===== config.mk =====
export PLATFORM = sky130hd
export DESIGN_NAME = cx_gen_to_stream_flat
export DESIGN_NICKNAME = d
export VERILOG_FILES = /design/src/rtl/cx_dma_pkg.sv /design/src/rtl/cx_gen_to_stream_if.sv /design/src/rtl/cx_gen_fifo.sv /design/src/rtl/cx_gen_to_stream.sv /design/src/flat_wrapper.sv
export SDC_FILE = /design/constraint.sdc
export NUM_CORES = 1
export LEC_CHECK = 0
export ABC_CLOCK_PERIOD_IN_PS = 4300
export BUFFER_PORTS_ARGS = -buffer_cell sky130_fd_sc_hd__buf_2
export CELL_PAD_IN_SITES_DETAIL_PLACEMENT = 0
export CELL_PAD_IN_SITES_GLOBAL_PLACEMENT = 1
export CORE_ASPECT_RATIO = 1.5
export CORE_UTILIZATION = 53
export DETAILED_ROUTE_END_ITERATION = 12
export GPL_TIMING_DRIVEN = 0
export PLACE_DENSITY = 0.9
export SLEW_MARGIN = 20
export SYNTH_ARGS = -nofsm -noshare
export SYNTH_HDL_FRONTEND = slang
export SYNTH_SLANG_ARGS = --single-unit

===== constraint.sdc =====
create_clock -name clk -period 4.3 [get_ports clk]
set_input_delay 0.645 -clock clk [delete_from_list [all_inputs] [get_ports clk]]
set_output_delay 0.645 -clock clk [all_outputs]
set_load 0.02 [all_outputs]

===== src/rtl/cx_dma_pkg.sv =====
// Shared types and helpers for the CX DMA transmit path.
package cx_dma_pkg;

  localparam int CX_DATA_WIDTH = 32;
  localparam int CX_ID_WIDTH   = 8;

  typedef struct packed {
    logic [CX_DATA_WIDTH-1:0] data;
    logic [CX_ID_WIDTH-1:0]   id;
  } gen_word_t;

  // Why the head word leaves the FIFO this cycle, in priority order.
  typedef enum logic [1:0] {
    LOAD_NONE,
    LOAD_CAP,
    LOAD_NEXT,
    LOAD_TIMEOUT
  } load_reason_e;

  function automatic int strb_width(input int data_width);
    return (data_width + 7) / 8;
  endfunction

endpackage


===== src/rtl/cx_gen_to_stream_if.sv =====
// Word-in (gen) and AXI-stream-style (stream) interfaces used by the packetizer.
interface gen_interface
  import cx_dma_pkg::*;
#(
  parameter int DATA_WIDTH = CX_DATA_WIDTH,
  parameter int ID_WIDTH   = CX_ID_WIDTH
);
  logic                  valid;
  logic                  ready;
  logic [DATA_WIDTH-1:0] data;
  logic [ID_WIDTH-1:0]   id;

  modport master (output valid, output data, output id, input  ready);
  modport slave  (input  valid, input  data, input  id, output ready);
endinterface

interface stream_interface
  import cx_dma_pkg::*;
#(
  parameter int DATA_WIDTH = CX_DATA_WIDTH,
  parameter int ID_WIDTH   = CX_ID_WIDTH
);
  logic                              tvalid;
  logic                              tready;
  logic                              tlast;
  logic [DATA_WIDTH-1:0]             tdata;
  logic [strb_width(DATA_WIDTH)-1:0] tstrb;
  logic [ID_WIDTH-1:0]               tid;

  modport master (output tvalid, output tlast, output tdata, output tstrb, output tid,
                  input  tready);
  modport slave  (input  tvalid, input  tlast, input  tdata, input  tstrb, input  tid,
                  output tready);
endinterface


===== src/rtl/cx_gen_fifo.sv =====
// Synchronous FIFO exposing the head entry, the low bits of the entry behind it,
// and the fill count.
module cx_gen_fifo #(
  parameter int DEPTH    = 4,
  parameter int WIDTH    = 40,
  parameter int SECOND_W = 8,
  parameter int CNT_W    = $clog2(DEPTH) + 1
) (
  input  logic                clk,
  input  logic                rst,
  input  logic                i_push,
  input  logic [WIDTH-1:0]    i_wdata,
  input  logic                i_pop,
  output logic [WIDTH-1:0]    o_head,
  output logic [SECOND_W-1:0] o_second,
  output logic [CNT_W-1:0]    o_count
);

  localparam int PTR_W = $clog2(DEPTH);

  logic [WIDTH-1:0] r_mem [DEPTH];
  logic [PTR_W-1:0] r_wr_ptr;
  logic [PTR_W-1:0] r_rd_ptr;
  logic [CNT_W-1:0] r_count;
  logic [PTR_W-1:0] w_rd_next;

  // NOTE: storage has no reset; validity is tracked by r_count alone.
  always_ff @(posedge clk) begin
    if (i_push) r_mem[r_wr_ptr] <= i_wdata;
  end

  // NOTE: every register is written with <= so all flops update from pre-edge values.
  always_ff @(posedge clk or posedge rst) begin
    if (rst) begin
      r_wr_ptr <= '0;
      r_rd_ptr <= '0;
      r_count  <= '0;
    end else begin
      if (i_push) r_wr_ptr <= r_wr_ptr + 1'b1;
      if (i_pop)  r_rd_ptr <= r_rd_ptr + 1'b1;
      case ({i_push, i_pop})
        2'b10:   r_count <= r_count + 1'b1;
        2'b01:   r_count <= r_count - 1'b1;
        default: r_count <= r_count;
      endcase
    end
  end

  assign w_rd_next = r_rd_ptr + 1'b1;
  assign o_head    = r_mem[r_rd_ptr];
  assign o_second  = r_mem[w_rd_next][SECOND_W-1:0];
  assign o_count   = r_count;

endmodule


===== src/rtl/cx_gen_to_stream.sv =====
// Packetizer: buffers gen words and emits stream beats, closing a packet on id
// change, on reaching PKT_LEN beats, or when a lone head word idles for TIMEOUT cycles.
module cx_gen_to_stream
  import cx_dma_pkg::*;
#(
  parameter int DATA_WIDTH = CX_DATA_WIDTH,
  parameter int ID_WIDTH   = CX_ID_WIDTH,
  parameter int PKT_LEN    = 16,
  parameter int FIFO_DEPTH = 4,
  parameter int TIMEOUT    = 8
) (
  input  logic            clk,
  input  logic            rst,
  gen_interface.slave     in,
  stream_interface.master out
);

  localparam int WORD_W = DATA_WIDTH + ID_WIDTH;
  localparam int CNT_W  = $clog2(FIFO_DEPTH) + 1;
  localparam int BEAT_W = $clog2(PKT_LEN);
  localparam int IDLE_W = (TIMEOUT > 1) ? $clog2(TIMEOUT) : 1;

  localparam logic [CNT_W-1:0]  CNT_ZERO  = '0;
  localparam logic [CNT_W-1:0]  CNT_TWO   = CNT_W'(2);
  localparam logic [CNT_W-1:0]  CNT_ONE   = CNT_W'(1);
  localparam logic [CNT_W-1:0]  CNT_FULL  = CNT_W'(FIFO_DEPTH);
  localparam logic [BEAT_W-1:0] BEAT_LAST = BEAT_W'(PKT_LEN - 1);
  localparam logic [IDLE_W-1:0] IDLE_LAST = IDLE_W'(TIMEOUT - 1);

  logic [WORD_W-1:0]     w_head;
  logic [ID_WIDTH-1:0]   w_second_id;
  logic [CNT_W-1:0]      w_count;
  logic [DATA_WIDTH-1:0] w_head_data;
  logic [ID_WIDTH-1:0]   w_head_id;
  logic                  w_push;
  logic                  w_reg_free;
  logic                  w_load;
  logic                  w_next_last;
  load_reason_e          w_reason;

  logic                  r_tvalid;
  logic                  r_tlast;
  logic [DATA_WIDTH-1:0] r_tdata;
  logic [ID_WIDTH-1:0]   r_tid;
  logic [BEAT_W-1:0]     r_beat_cnt;
  logic [IDLE_W-1:0]     r_idle_cnt;

  assign in.ready = (w_count != CNT_FULL);
  assign w_push   = in.valid && in.ready;

  cx_gen_fifo #(
    .DEPTH    (FIFO_DEPTH),
    .WIDTH    (WORD_W),
    .SECOND_W (ID_WIDTH),
    .CNT_W    (CNT_W)
  ) u_fifo (
    .clk      (clk),
    .rst      (rst),
    .i_push   (w_push),
    .i_wdata  ({in.data, in.id}),
    .i_pop    (w_load),
    .o_head   (w_head),
    .o_second (w_second_id),
    .o_count  (w_count)
  );

  assign w_head_data = w_head[WORD_W-1 -: DATA_WIDTH];
  assign w_head_id   = w_head[ID_WIDTH-1:0];
  assign w_reg_free  = !r_tvalid || out.tready;

  // NOTE: every always_comb output gets a default first so no latch is inferred.
  always_comb begin
    w_reason = LOAD_NONE;
    if (w_count != CNT_ZERO) begin
      if (r_beat_cnt == BEAT_LAST)     w_reason = LOAD_CAP;
      else if (w_count >= CNT_TWO)     w_reason = LOAD_NEXT;
      else if (r_idle_cnt == IDLE_LAST) w_reason = LOAD_TIMEOUT;
    end
  end

  assign w_load      = w_reg_free && (w_reason != LOAD_NONE);
  assign w_next_last = (w_reason == LOAD_NEXT) ? (w_second_id != w_head_id) : 1'b1;

  // The beat is only replaced on a load, so a held beat never changes under backpressure.
  always_ff @(posedge clk or posedge rst) begin
    if (rst) begin
      r_tvalid <= 1'b0;
      r_tlast  <= 1'b0;
      r_tdata  <= '0;
      r_tid    <= '0;
    end else if (w_load) begin
      r_tvalid <= 1'b1;
      r_tlast  <= w_next_last;
      r_tdata  <= w_head_data;
      r_tid    <= w_head_id;
    end else if (out.tready) begin
      r_tvalid <= 1'b0;
    end
  end

  always_ff @(posedge clk or posedge rst) begin
    if (rst) begin
      r_beat_cnt <= '0;
    end else if (w_load) begin
      r_beat_cnt <= w_next_last ? '0 : r_beat_cnt + 1'b1;
    end
  end

  // Saturating at IDLE_LAST keeps a timed-out head ready to load once the register frees.
  always_ff @(posedge clk or posedge rst) begin
    if (rst) begin
      r_idle_cnt <= '0;
    end else if (w_push || w_load || (w_count == CNT_ZERO)) begin
      r_idle_cnt <= '0;
    end else if ((w_count == CNT_ONE) && (r_idle_cnt != IDLE_LAST)) begin
      r_idle_cnt <= r_idle_cnt + 1'b1;
    end
  end

  assign out.tvalid = r_tvalid;
  assign out.tlast  = r_tlast;
  assign out.tdata  = r_tdata;
  assign out.tid    = r_tid;
  assign out.tstrb  = '1;

endmodule

===== src/flat_wrapper.sv =====
// flat-port wrapper written by rule: the top's interface ports become plain ports
module cx_gen_to_stream_flat import cx_dma_pkg::*;
#(
  parameter int DATA_WIDTH = CX_DATA_WIDTH,
  parameter int ID_WIDTH   = CX_ID_WIDTH,
  parameter int PKT_LEN    = 16,
  parameter int FIFO_DEPTH = 4,
  parameter int TIMEOUT    = 8
)
  (clk, rst, in_valid, in_data, in_id, in_ready, out_tvalid, out_tlast, out_tdata, out_tstrb, out_tid, out_tready);
  gen_interface #(.DATA_WIDTH(DATA_WIDTH), .ID_WIDTH(ID_WIDTH)) in_i ();
  stream_interface #(.DATA_WIDTH(DATA_WIDTH), .ID_WIDTH(ID_WIDTH)) out_i ();
  input  logic clk;
  input  logic rst;
  input wire logic [$bits(in_i.valid)-1:0] in_valid;
  input wire logic [$bits(in_i.data)-1:0] in_data;
  input wire logic [$bits(in_i.id)-1:0] in_id;
  output wire logic [$bits(in_i.ready)-1:0] in_ready;
  output wire logic [$bits(out_i.tvalid)-1:0] out_tvalid;
  output wire logic [$bits(out_i.tlast)-1:0] out_tlast;
  output wire logic [$bits(out_i.tdata)-1:0] out_tdata;
  output wire logic [$bits(out_i.tstrb)-1:0] out_tstrb;
  output wire logic [$bits(out_i.tid)-1:0] out_tid;
  input wire logic [$bits(out_i.tready)-1:0] out_tready;
  assign in_i.valid = in_valid;
  assign in_i.data = in_data;
  assign in_i.id = in_id;
  assign in_ready = in_i.ready;
  assign out_tvalid = out_i.tvalid;
  assign out_tlast = out_i.tlast;
  assign out_tdata = out_i.tdata;
  assign out_tstrb = out_i.tstrb;
  assign out_tid = out_i.tid;
  assign out_i.tready = out_tready;
  cx_gen_to_stream #(.DATA_WIDTH(DATA_WIDTH), .ID_WIDTH(ID_WIDTH), .PKT_LEN(PKT_LEN), .FIFO_DEPTH(FIFO_DEPTH), .TIMEOUT(TIMEOUT)) u_core (.clk(clk), .rst(rst), .in(in_i), .out(out_i));
endmodule

==> metrics.csv, run 1 <==
metric;value;unit
port bufs;86;
CP Buf/Inv Count;2;
Synth top area share;55.4;%
crit path kind;reg2reg;
grt ovf;0;
Core Util, Final;64.4;%
r2r setup slk;1.54;ns
top_reg_cell synth;edfxtp_1;
final non-filler cell total;864;
Mapped Area;8680;um^2
most frequent cell on the critical path;ha_1;
Area contributors post-synth;edfxtp_1, dfrtp_1, mux4_2, nand2_1, xor2_1;
Synth area leader;edfxtp_1;
Fin. Hold Viols;0;
Diodes inserted;0;
CP cell instances;ha_1 > ha_1 > nor3_1 > a21oi_1 > o21ai_2 > inv_2 > clkbuf_1 > ha_1 > mux2_2 > nand2_1 > xnor2_1;
Placed Cells;826;
Routed WL;16500;um
vias in the first global route;5194;
DR vias;4746;
die area;16900;um^2
layout cells sized above 1;29.0;%
CTS Hold Bufs;0;
global-route wire length before repair;26600;um
clk root buf;clkbuf_16;
final setup violating endpoints;0;
worst setup path start;u_core.r_idle_cnt[0];
Worst R2R Start;u_core.r_idle_cnt[0];
Worst-Margin Slew;0.709;ns
Layout area overhead;17.6;%
Post-synth EDFFs;160;
post-layout min period;2.76;ns
Worst slew margin;52.7;%
worst vdd rail ir drop;0.000407;V
DRC Markers;0;
Power Internal;0.00492;W
clk buf depth;3;
Flop pwr share;41.5;%
Rows;56;
Nets;704;
syn_area_per_cell;16.4;um^2
f_max;362;MHz
total area of sequential cells;6210;um^2
die height;159;um
pins over their slew limit;0;
CP max FO;10;
startpoint types;flop;
antenna violations before repair;2;
routability cong.;0.812;
Wirelength per Cell;19.1;um
Die Wd;106;um
sw frac;33.5;%
Tot GR Track Use;20.6;%
CTS tree;yes;
status;finished, final reports clean;
Power Dens Cells;726;nW/um^2
P_leak;4.02;nW
Worst path slowest cell;o21ai_2;
Worst EP required;4.71;ns
CP Depth;11;
sum of negative setup slack;0;ns
final-layout fill cell count;1154;
Yosys reg bits;216;
1st-iter DRT viols;199;
clock sink total;216;
area occupied by multi-input gates;2320;um^2
Detailed Routing Iterations Pass 1;4;
DP HPWL;11200;um
sequential cell area fraction in the yosys report;71.5;%
io pins;91;
initial core utilization;54.8;%
CP peak stage delay;0.47;ns
# resized after CTS;0;
library cells used by synthesis;44;
synthesized instance count;529;
Syn. warnings;0;
largest net degree at the start of global routing;37;
P_sw;0.00248;W
top cell family by delay on the critical path;adder cells;
Comb power frac;33.1;%
Clock Power Share;25.4;%
Clock Skews;0.0212;ns
Final Power;0.00740;W
Final ANT Viol Nets;0;
Core ar.;15800;um^2
crit path DAT;3.18;ns
setup repair bufs after CTS;0;
RSZ-0062 raised after global routing;no;
Worst-Skew Late Latency;0.51;ns
period utilization;64.3;%
worst min-delay path class;in2async;
Critical Path Sink Type;flop;
number of cells on the worst reg-to-reg path;11;
maxcap violations;0;
H-tree depth;1;
vias per inst;5.49;
clk slew on worst S/H paths;0.07;ns
cts bufs inserted;21;
capturing point of the worst reg2reg path;u_core.u_fifo.o_count[2];
Worst Setup EP;u_core.u_fifo.o_count[2];
ys async rst share;25.9;%
per-stage QoR:
| step | setup WS, ns | area (um^2) | hold WS [ns] |
|---|---|---|---|
| final | 1.54 | 10200 | 0.100 |
| after global routing | 1.36 | 10200 | 0.118 |
| after CTS | 1.51 | 10200 | 0.105 |
| after detailed placement | 1.53 | 9480 | 0.458 |
| after global placement | 1.21 | 9370 | 0.454 |
| after floorplan | 1.91 | 8690 | 0.466 |
worst register-to-register path: cells and delay by family (launching register included):
family / cells / cell delay [ns]
multiplexers: 1 / 0.27
adder cells (fa/ha/maj): 3 / 0.71
buffers and inverters: 2 / 0.35
AND/OR/NAND/NOR: 2 / 0.27
AO/OA/AOI/OAI: 2 / 0.59
XOR/XNOR: 1 / 0.11
flip-flops: 1 / 0.40
placed cells by master, fill, tap and decap left out, drive strengths merged, types with 2 or more instances in the layout:
| cell type | n |
|---|---|
| edfxtp | 160 |
| ha | 14 |
| xor2 | 22 |
| dfrtp | 56 |
| conb | 4 |
| o21ai | 6 |
| clkbuf | 37 |
| nor3 | 2 |
| o22ai | 2 |
| and3 | 5 |
| bufinv | 2 |
| nor2 | 9 |
| mux2i | 4 |
| clkinvlp | 2 |
| o41ai | 3 |
| buf | 106 |
| nor2b | 2 |
| xnor2 | 13 |
| nand2 | 129 |
| mux4 | 41 |
| clkinv | 5 |
| inv | 12 |
| nand3 | 3 |
| a21oi | 4 |
| nand2b | 4 |
final cells by class:
class	instances	area share, %
Sequential cell	216	60.8
Clock buffer	28	5.90
Inverter	11	0.429
Multi-Input combinational cell	281	22.8
Tap cell	203	2.49
Buffer	24	1.20
Timing Repair Buffer	91	5.20
Clock inverter	10	1.17
routing by layer:
layer	up-vias	share of wire, %	wire (um)	global-route usage (%)
met2	122	56	9290	38.9
met5	-	0	0	0
li1	2170	-	-	-
met1	2416	37	6070	23.1
met3	38	4.2	701	2.96
met4	0	2.7	439	7.66
worst min-delay path by stage:
stage	from	end	slack (ns)	cells after the start
2_1_floorplan	u_core.r_beat_cnt[1]	u_core.r_beat_cnt[1]	0.47	2
3_3_place_gp	u_core.out.tdata[3]	u_core.out.tdata[3]	0.45	2
3_5_place_dp	u_core.out.tdata[4]	u_core.out.tdata[4]	0.46	2
4_1_cts	rst	u_core.out.tdata[5]	0.11	2
5_1_grt	rst	u_core.out.tdata[5]	0.12	2
6_report	rst	u_core.out.tdata[3]	0.10	2
state kept, by name, summed over array words and instances (netlist names):
| register | flops |
|---|---|
| u_core.r_idle_cnt | 3 |
| u_core.u_fifo.r_wr_ptr | 2 |
| u_core.u_fifo.r_rd_ptr | 2 |
| u_core.r_beat_cnt | 4 |
| u_core.u_fifo.r_mem | 160 |
| u_core.out.tid | 8 |
| u_core.out.tdata | 32 |
| u_core.out.tlast | 1 |
| u_core.u_fifo.o_count | 3 |
| u_core.out.tvalid | 1 |
cells in the mapped netlist, types with 2 or more instances:
cell type	number
buf_1	3
inv_2	2
ha_1	14
o21ai_1	2
edfxtp_1	160
o22ai_1	2
nor2b_1	2
nand3_1	2
nor3_1	2
nand2_1	129
nand2b_1	4
buf_2	5
and3_1	5
buf_4	7
o21ai_0	3
nor2_1	9
inv_1	9
mux4_2	40
dfrtp_1	56
xnor2_1	13
mux2i_1	4
a21oi_1	4
o41ai_2	2
clkbuf_1	9
xor2_1	22
cell families (layout without fill, tap and decap cells):
| logic type | count (synthesis) | in the layout | share of synthesized area (%) |
|---|---|---|---|
| adders and majority gates | 14 | 14 | 2.02 |
| muxes | 46 | 46 | 11.3 |
| xor gates and xnor gates | 35 | 35 | 3.53 |
| buffers and inverters | 35 | 164 | 1.89 |
| DFF | 216 | 216 | 71.5 |
| other | 1 | 4 | 0.0432 |
| AOI/OAI and AO/OA | 23 | 23 | 2.05 |
| and+or+nand+nor | 159 | 159 | 7.66 |
power groups by stage:
stage | Combinational (W) | Clock, W | Sequential, W
4_1_cts | 0.00250 | 0.00191 | 0.00308
3_5_place_dp | 0.00248 | 0 | 0.00311
2_1_floorplan | 0.00151 | 0 | 0.00330
6_report | 0.00245 | 0.00188 | 0.00307
5_1_grt | 0.00270 | 0.00198 | 0.00313
3_3_place_gp | 0.00236 | 0 | 0.00311
No activity file was read; power rests on OpenSTA's default activity.
==> run 2: changes to the inputs <==
--- a/config.mk
+++ b/config.mk
@@ -5,15 +5,15 @@
 export SDC_FILE = /design/constraint.sdc
 export NUM_CORES = 1
 export LEC_CHECK = 0
-export ABC_CLOCK_PERIOD_IN_PS = 4300
+export ABC_CLOCK_PERIOD_IN_PS = 2500
 export BUFFER_PORTS_ARGS = -buffer_cell sky130_fd_sc_hd__buf_2
 export CELL_PAD_IN_SITES_DETAIL_PLACEMENT = 0
 export CELL_PAD_IN_SITES_GLOBAL_PLACEMENT = 1
 export CORE_ASPECT_RATIO = 1.5
-export CORE_UTILIZATION = 53
+export CORE_UTILIZATION = 45
 export DETAILED_ROUTE_END_ITERATION = 12
 export GPL_TIMING_DRIVEN = 0
-export PLACE_DENSITY = 0.9
+export PLACE_DENSITY = 0.82
 export SLEW_MARGIN = 20
 export SYNTH_ARGS = -nofsm -noshare
 export SYNTH_HDL_FRONTEND = slang
==> constraint.sdc (replaced) <==
create_clock -name clk -period 2.5 [get_ports clk]
set_input_delay 0.375 -clock clk [delete_from_list [all_inputs] [get_ports clk]]
set_output_delay 0.375 -clock clk [all_outputs]
set_load 0.02 [all_outputs]
==> metrics.csv, run 2 (synthesized netlist as in run 1, its figures left out) <==
metric;value;unit;change
status;finished, final reports clean;;
routability cong.;0.840;;+3.5%
worst vdd rail ir drop;0.000727;V;+78%
Clock Skews;0.0133;ns;-0.00787 ns
io pins;91;;unchanged
Power Dens Cells;1230;nW/um^2;+70%
CTS tree;yes;;
clk slew on worst S/H paths;0.06;ns;about the same
initial core utilization;46.4;%;-8.4 points
Fin. Hold Viols;0;;unchanged
CP peak stage delay;0.39;ns;-0.08 ns
antenna violations before repair;1;;-1
period utilization;94.4;%;+30 points
Worst EP required;2.87;ns;-1.84 ns
CP max FO;10;;unchanged
global-route wire length before repair;27100;um;+2.0%
cts bufs inserted;21;;unchanged
Tot GR Track Use;18.4;%;-2.3 points
1st-iter DRT viols;203;;+2.0%
pins over their slew limit;0;;unchanged
crit path DAT;2.73;ns;-0.45 ns
most frequent cell on the critical path;ha_1;;
post-layout min period;2.36;ns;-0.404 ns
DR vias;4719;;-0.57%
DRC Markers;0;;unchanged
Layout area overhead;17.9;%;
Wirelength per Cell;19.0;um;-0.53%
Detailed Routing Iterations Pass 1;4;;unchanged
Routed WL;17400;um;+5.5%
die height;172;um;+8.4%
vias per inst;5.15;;-6.2%
Die Wd;115;um;+8.4%
crit path kind;reg2reg;;
most common cell after layout, fill and taps aside;edfxtp_1;;
final setup violating endpoints;0;;unchanged
clk buf depth;3;;unchanged
Worst-Margin Slew;0.772;ns;+0.0629 ns
vias in the first global route;5110;;-1.6%
largest net degree at the start of global routing;51;;+38%
P_leak;4.00;nW;-0.50%
Worst slew margin;48.5;%;-4.2 points
Min Hold Slack;0.0966;ns;-0.00391 ns
Final ANT Viol Nets;0;;unchanged
Worst-Skew Late Latency;0.49;ns;-0.02 ns
Rows;61;;+8.9%
most frequent cells in the layout;edfxtp_1, nand2_1, buf_2;;
Nets;706;;+0.28%
CP cell instances;ha_1 > ha_1 > nor3_2 > a21oi_2 > o21ai_4 > inv_2 > clkbuf_4 > ha_1 > mux2_2 > nand2_1 > xnor2_1;;
layout cells sized above 1;28.4;%;-0.65 points
Core ar.;18700;um^2;+18%
port bufs;86;;unchanged
Most flops, register;u_core.u_fifo.r_mem;;
CP Buf/Inv Count;2;;unchanged
startpoint types;flop;;
Critical Path Sink Type;flop;;
max reg flops;160;;unchanged
Worst path slowest cell;dfrtp_1;;
top cell family by delay on the critical path;adder cells;;
maxcap violations;0;;unchanged
clk root buf;clkbuf_16;;
die area;19900;um^2;+17%
worst min-delay path class;in2reg;;
DP HPWL;11700;um;+4.5%
clock sink total;216;;unchanged
f_max;424;MHz;+17%
sum of negative setup slack;0;ns;unchanged
H-tree depth;1;;unchanged
Final Power;0.0126;W;+70%
grt ovf;0;;unchanged
run 2: changes by cell type in the layout (fill, tap and decap cells not counted), sizes merged:
cell,before,now
inv,12,11
clkinvlp,2,0
dlygate4sd3,0,1
clkinv,5,3
bufinv,2,1
clkbuf,37,42
diode,0,2
buf,106,107
run 2: report_power, final:
group	internal (W)	switching (W)
clock network	0.00176	0.00124
registers	0.00486	0.000446
logic	0.00173	0.00257
total	0.00835	0.00425
run 2: metal layers:
layer / track usage [%] / share of wire [%] / vias to the layer above
li1: - / - / 2172
met1: 19.8 / 36 / 2409
met2: 35.3 / 57 / 111
met3: 3.33 / 4.8 / 27
met4: 6.55 / 2.3 / 0
met5: 0 / 0 / -
run 2: what timing repair did:
item | CTS | global route
pin swaps | 0 | 1
gates resized for setup | 3 | 4
endpoints found under the setup margin | 6 | 36
setup buffers | 0 | 2
hold buffers | 1 | 0
endpoints found under the hold margin | 6 | 0
run 2: path summary, 6_finish.rpt:
path	start	slack, ns	depth (start not counted)	endpoint
setup reg to reg	u_core.r_idle_cnt[0]	0.14	11	u_core.u_fifo.o_count[2]
hold reg to reg	u_core.out.tid[0]	0.47	2	u_core.out.tid[0]
setup / recovery	u_core.r_idle_cnt[0]	0.14	11	u_core.u_fifo.o_count[2]
hold / removal	in_id[5]	0.1	1	u_core.u_fifo.r_mem[2][5]
min in group asynchronous	rst	0.32	3	u_core.out.tdata[4]
max in group asynchronous	rst	1.67	4	u_core.out.tdata[15]
run 2: per-stage QoR:
stage                     instances  area [um^2]  util (%)  worst slack [ns]
after floorplan                 532         8690         -             0.106
after global placement          870         9430      50.4            -0.660
after detailed placement        874         9530      51.0            -0.272
after CTS                       912        10200      54.6           -0.0917
after global routing            914        10200      54.7          -0.00992
final                           916        10200      54.7             0.139
run 2: area by class of cell:
cell class | instances | area (um^2)
multi-input combinational | 281 | 2340
fill | 1506 | 8470
buffer | 24 | 128
clock inverter | 4 | 47.5
inverter | 11 | 43.8
clock buffer | 33 | 602
tap | 252 | 315
antenna | 2 | 5.00
timing repair buffer | 93 | 543
sequential | 216 | 6210
==> run 3: changes to the inputs <==
--- a/config.mk
+++ b/config.mk
@@ -10,11 +10,13 @@
 export CELL_PAD_IN_SITES_DETAIL_PLACEMENT = 0
 export CELL_PAD_IN_SITES_GLOBAL_PLACEMENT = 1
 export CORE_ASPECT_RATIO = 1.5
-export CORE_UTILIZATION = 45
+export CORE_MARGIN = 2
+export CORE_UTILIZATION = 46
 export DETAILED_ROUTE_END_ITERATION = 12
 export GPL_TIMING_DRIVEN = 0
-export PLACE_DENSITY = 0.82
+export PLACE_DENSITY = 0.81
 export SLEW_MARGIN = 20
 export SYNTH_ARGS = -nofsm -noshare
 export SYNTH_HDL_FRONTEND = slang
+export SYNTH_HIERARCHICAL = 1
 export SYNTH_SLANG_ARGS = --single-unit
==> metrics.csv, run 3 <==
metric;value;unit;change
Tot GR Track Use;16.3;%;-2.1 points
Wirelength per Cell;19.9;um;+4.9%
Area contributors post-synth;edfxtp_1, dfrtp_1, mux4_2, mux2_4, mux2_2;;
CP cell instances;ha_2 > ha_4 > a31o_1 > a211oi_4 > nor2_4 > buf_4 > buf_4 > buf_4 > buf_6 > mux2_4;;
P_leak;3.79;nW;-5.2%
Placed Cells;745;;-15%
Post-synth EDFFs;160;;unchanged
CP peak stage delay;0.40;ns;about the same
Core ar.;18500;um^2;-1.2%
CTS tree;yes;;
final non-filler cell total;792;;-14%
final setup violating endpoints;0;;unchanged
CP max FO;10;;unchanged
H-tree depth;1;;unchanged
global-route wire length before repair;24300;um;-10%
Die Wd;116;um;+0.30%
worst min-delay path class;in2reg;;
ys async rst share;25.9;%;unchanged
DRC Markers;0;;unchanged
Yosys reg bits;216;;unchanged
sequential cell area fraction in the yosys report;72.1;%;+0.53 points
Flop pwr share;40.9;%;-1.2 points
layout cells sized above 1;45.6;%;+17 points
period utilization;96.8;%;+2.3 points
synthesized instance count;404;;-24%
io pins;91;;unchanged
Power Internal;0.00903;W;+8.1%
Critical Path Sink Type;flop;;
crit path DAT;2.77;ns;+0.04 ns
Worst-Margin Slew;0.954;ns;+0.182 ns
sum of negative setup slack;0;ns;unchanged
maxcap violations;0;;unchanged
post-synthesis mux area share;19.2;%;+8.0 points
Nets;579;;-18%
vias per inst;5.23;;+1.5%
Detailed Routing Iterations Pass 1;4;;unchanged
Rows;61;;unchanged
sw frac;30.3;%;-3.5 points
Syn. warnings;6;;+6
die height;172;um;-0.28%
Routed WL;15800;um;-9.3%
Clock Power Share;23.0;%;-0.7 points
crit path kind;reg2reg;;
syn_area_per_cell;21.3;um^2;+30%
1st-iter DRT viols;206;;+1.5%
die area;19900;um^2;about the same
clk buf depth;3;;unchanged
max reg flops;160;;unchanged
Clock Skews;0.0170;ns;+0.00365 ns
initial core utilization;46.6;%;+0.23 points
Fin. Hold Viols;0;;unchanged
largest net degree at the start of global routing;50;;-2.0%
port bufs;86;;unchanged
largest family of logic cells by synthesized area;multiplexers;;
P_sw;0.00392;W;-7.7%
Power Dens Cells;1270;nW/um^2;+3.2%
final worst slack;0.0804;ns;-0.0587 ns
DR vias;4141;;-12%
clock sink total;216;;unchanged
startpoint types;flop;;
status;finished, final reports clean;;
Comb power frac;36.1;%;+2.0 points
DP HPWL;10100;um;-14%
clk root buf;clkbuf_16;;
routability cong.;0.727;;-13%
dpl ws;-0.300;ns;-0.0275 ns
XOR/XNOR share of the synthesized area;1.53;%;-2.0 points
commonest cells in the netlist;edfxtp_1, dfrtp_1, mux4_2;;
Final ANT Viol Nets;0;;unchanged
clk slew on worst S/H paths;0.06;ns;about the same
Worst path slowest cell;dfrtp_1;;
Worst slew margin;35.5;%;-13 points
vias in the first global route;4525;;-11%
Synth top area share;55.8;%;+0.41 points
library cells used by synthesis;35;;-20%
grt ovf;0;;unchanged
Worst EP required;2.85;ns;-0.02 ns
most frequent cells in the layout;edfxtp_1, buf_2, dfrtp_1;;
simple logic cell fraction of the synthesized area;1.96;%;-5.7 points
pins over their slew limit;0;;unchanged
antenna violations before repair;1;;unchanged
post-synthesis compound-gate area fraction;1.06;%;-0.99 points
post-synthesis adder-cell area fraction;1.39;%;-0.62 points
f_max;413;MHz;-2.4%
cts bufs inserted;21;;unchanged
most common cell after layout, fill and taps aside;edfxtp_1;;
Most flops, register;u_core/u_fifo/r_mem;;
worst vdd rail ir drop;0.000702;V;-3.4%
most numerous cell in the Yosys netlist;edfxtp_1;;
most frequent cell on the critical path;buf_4;;
Mapped Area;8610;um^2;-0.74%
post-layout min period;2.42;ns;+0.0587 ns
Layout area overhead;18.4;%;
Synth area leader;edfxtp_1;;
top cell family by delay on the critical path;buffers and inverters;;
Worst-Skew Late Latency;0.49;ns;about the same
CP Buf/Inv Count;4;;+2
top_reg_cell synth;edfxtp_1;;
-- run 3: power groups by stage --
stage,sequential (W),clock (W),combinational [W]
2_1_floorplan,0.00568,0,0.00301
3_3_place_gp,0.00535,0,0.00443
3_5_place_dp,0.00537,0,0.00457
4_1_cts,0.00531,0.00306,0.00464
5_1_grt,0.00539,0.00319,0.00501
6_report,0.00530,0.00298,0.00467
-- run 3: cells by family after synthesis --
| logic type | Yosys count |
|---|---|
| buffers and inverters | 26 |
| flip-flops | 216 |
| adder cells (fa/ha/maj) | 9 |
| AO/OA/AOI/OAI | 13 |
| XOR/XNOR | 15 |
| multiplexers | 91 |
| AND/OR/NAND/NOR | 33 |
| other | 1 |
-- run 3: layer usage --
metal | part of all wire [%] | vias to the layer above | GRT usage [%]
met2 | 56 | 110 | 29.9
li1 | - | 1850 | -
met5 | 0 | - | 0
met4 | 2.4 | 0 | 6.00
met1 | 37 | 2157 | 19.1
met3 | 4.8 | 24 | 2.47
-- run 3: cell type report --
type	count	area, um^2
clock inverters	6	51.3
plain buffers	18	213
diodes	1	2.50
clock buffers	30	599
fillers	1495	8280
repair buffers	98	523
well taps	252	315
multi-input cells	165	2260
flip-flops and latches	216	6210
inverters	6	25.0
-- run 3: worst paths after layout --
check,startpoint,to,slack (ns),cells after the start
setup / recovery,u_core/r_idle_cnt[0],u_core/out.tdata[17],0.08,10
hold / removal,in_data[22],u_core/u_fifo/r_mem[1][30],0.11,1
setup reg to reg,u_core/r_idle_cnt[0],u_core/out.tdata[17],0.08,10
hold reg to reg,u_core/out.tlast,u_core/out.tlast,0.49,1
max in group asynchronous,rst,u_core/out.tdata[31],1.48,3
min in group asynchronous,rst,u_core/u_fifo/r_rd_ptr[1],0.42,3
-- run 3: repair_timing --
item,CTS,global route
endpoints found under the hold margin,7,0
pin swaps,6,7
resized for setup,6,10
hold buffers,1,0
setup endpoints to repair,3,7
gates cloned,0,0
buffers inserted,6,5
-- run 3: per-stage QoR --
step                      utilization (%)  cell area, um^2  hold WS, ns  power [W]
after floorplan                         -             8650        0.178    0.00869
after detailed placement             50.9             9410        0.393    0.00993
after global placement               50.9             9390        0.364    0.00978
after CTS                            54.8            10100       0.0941     0.0130
after global routing                 55.2            10200       0.0940     0.0136
final                                55.2            10200        0.106     0.0130
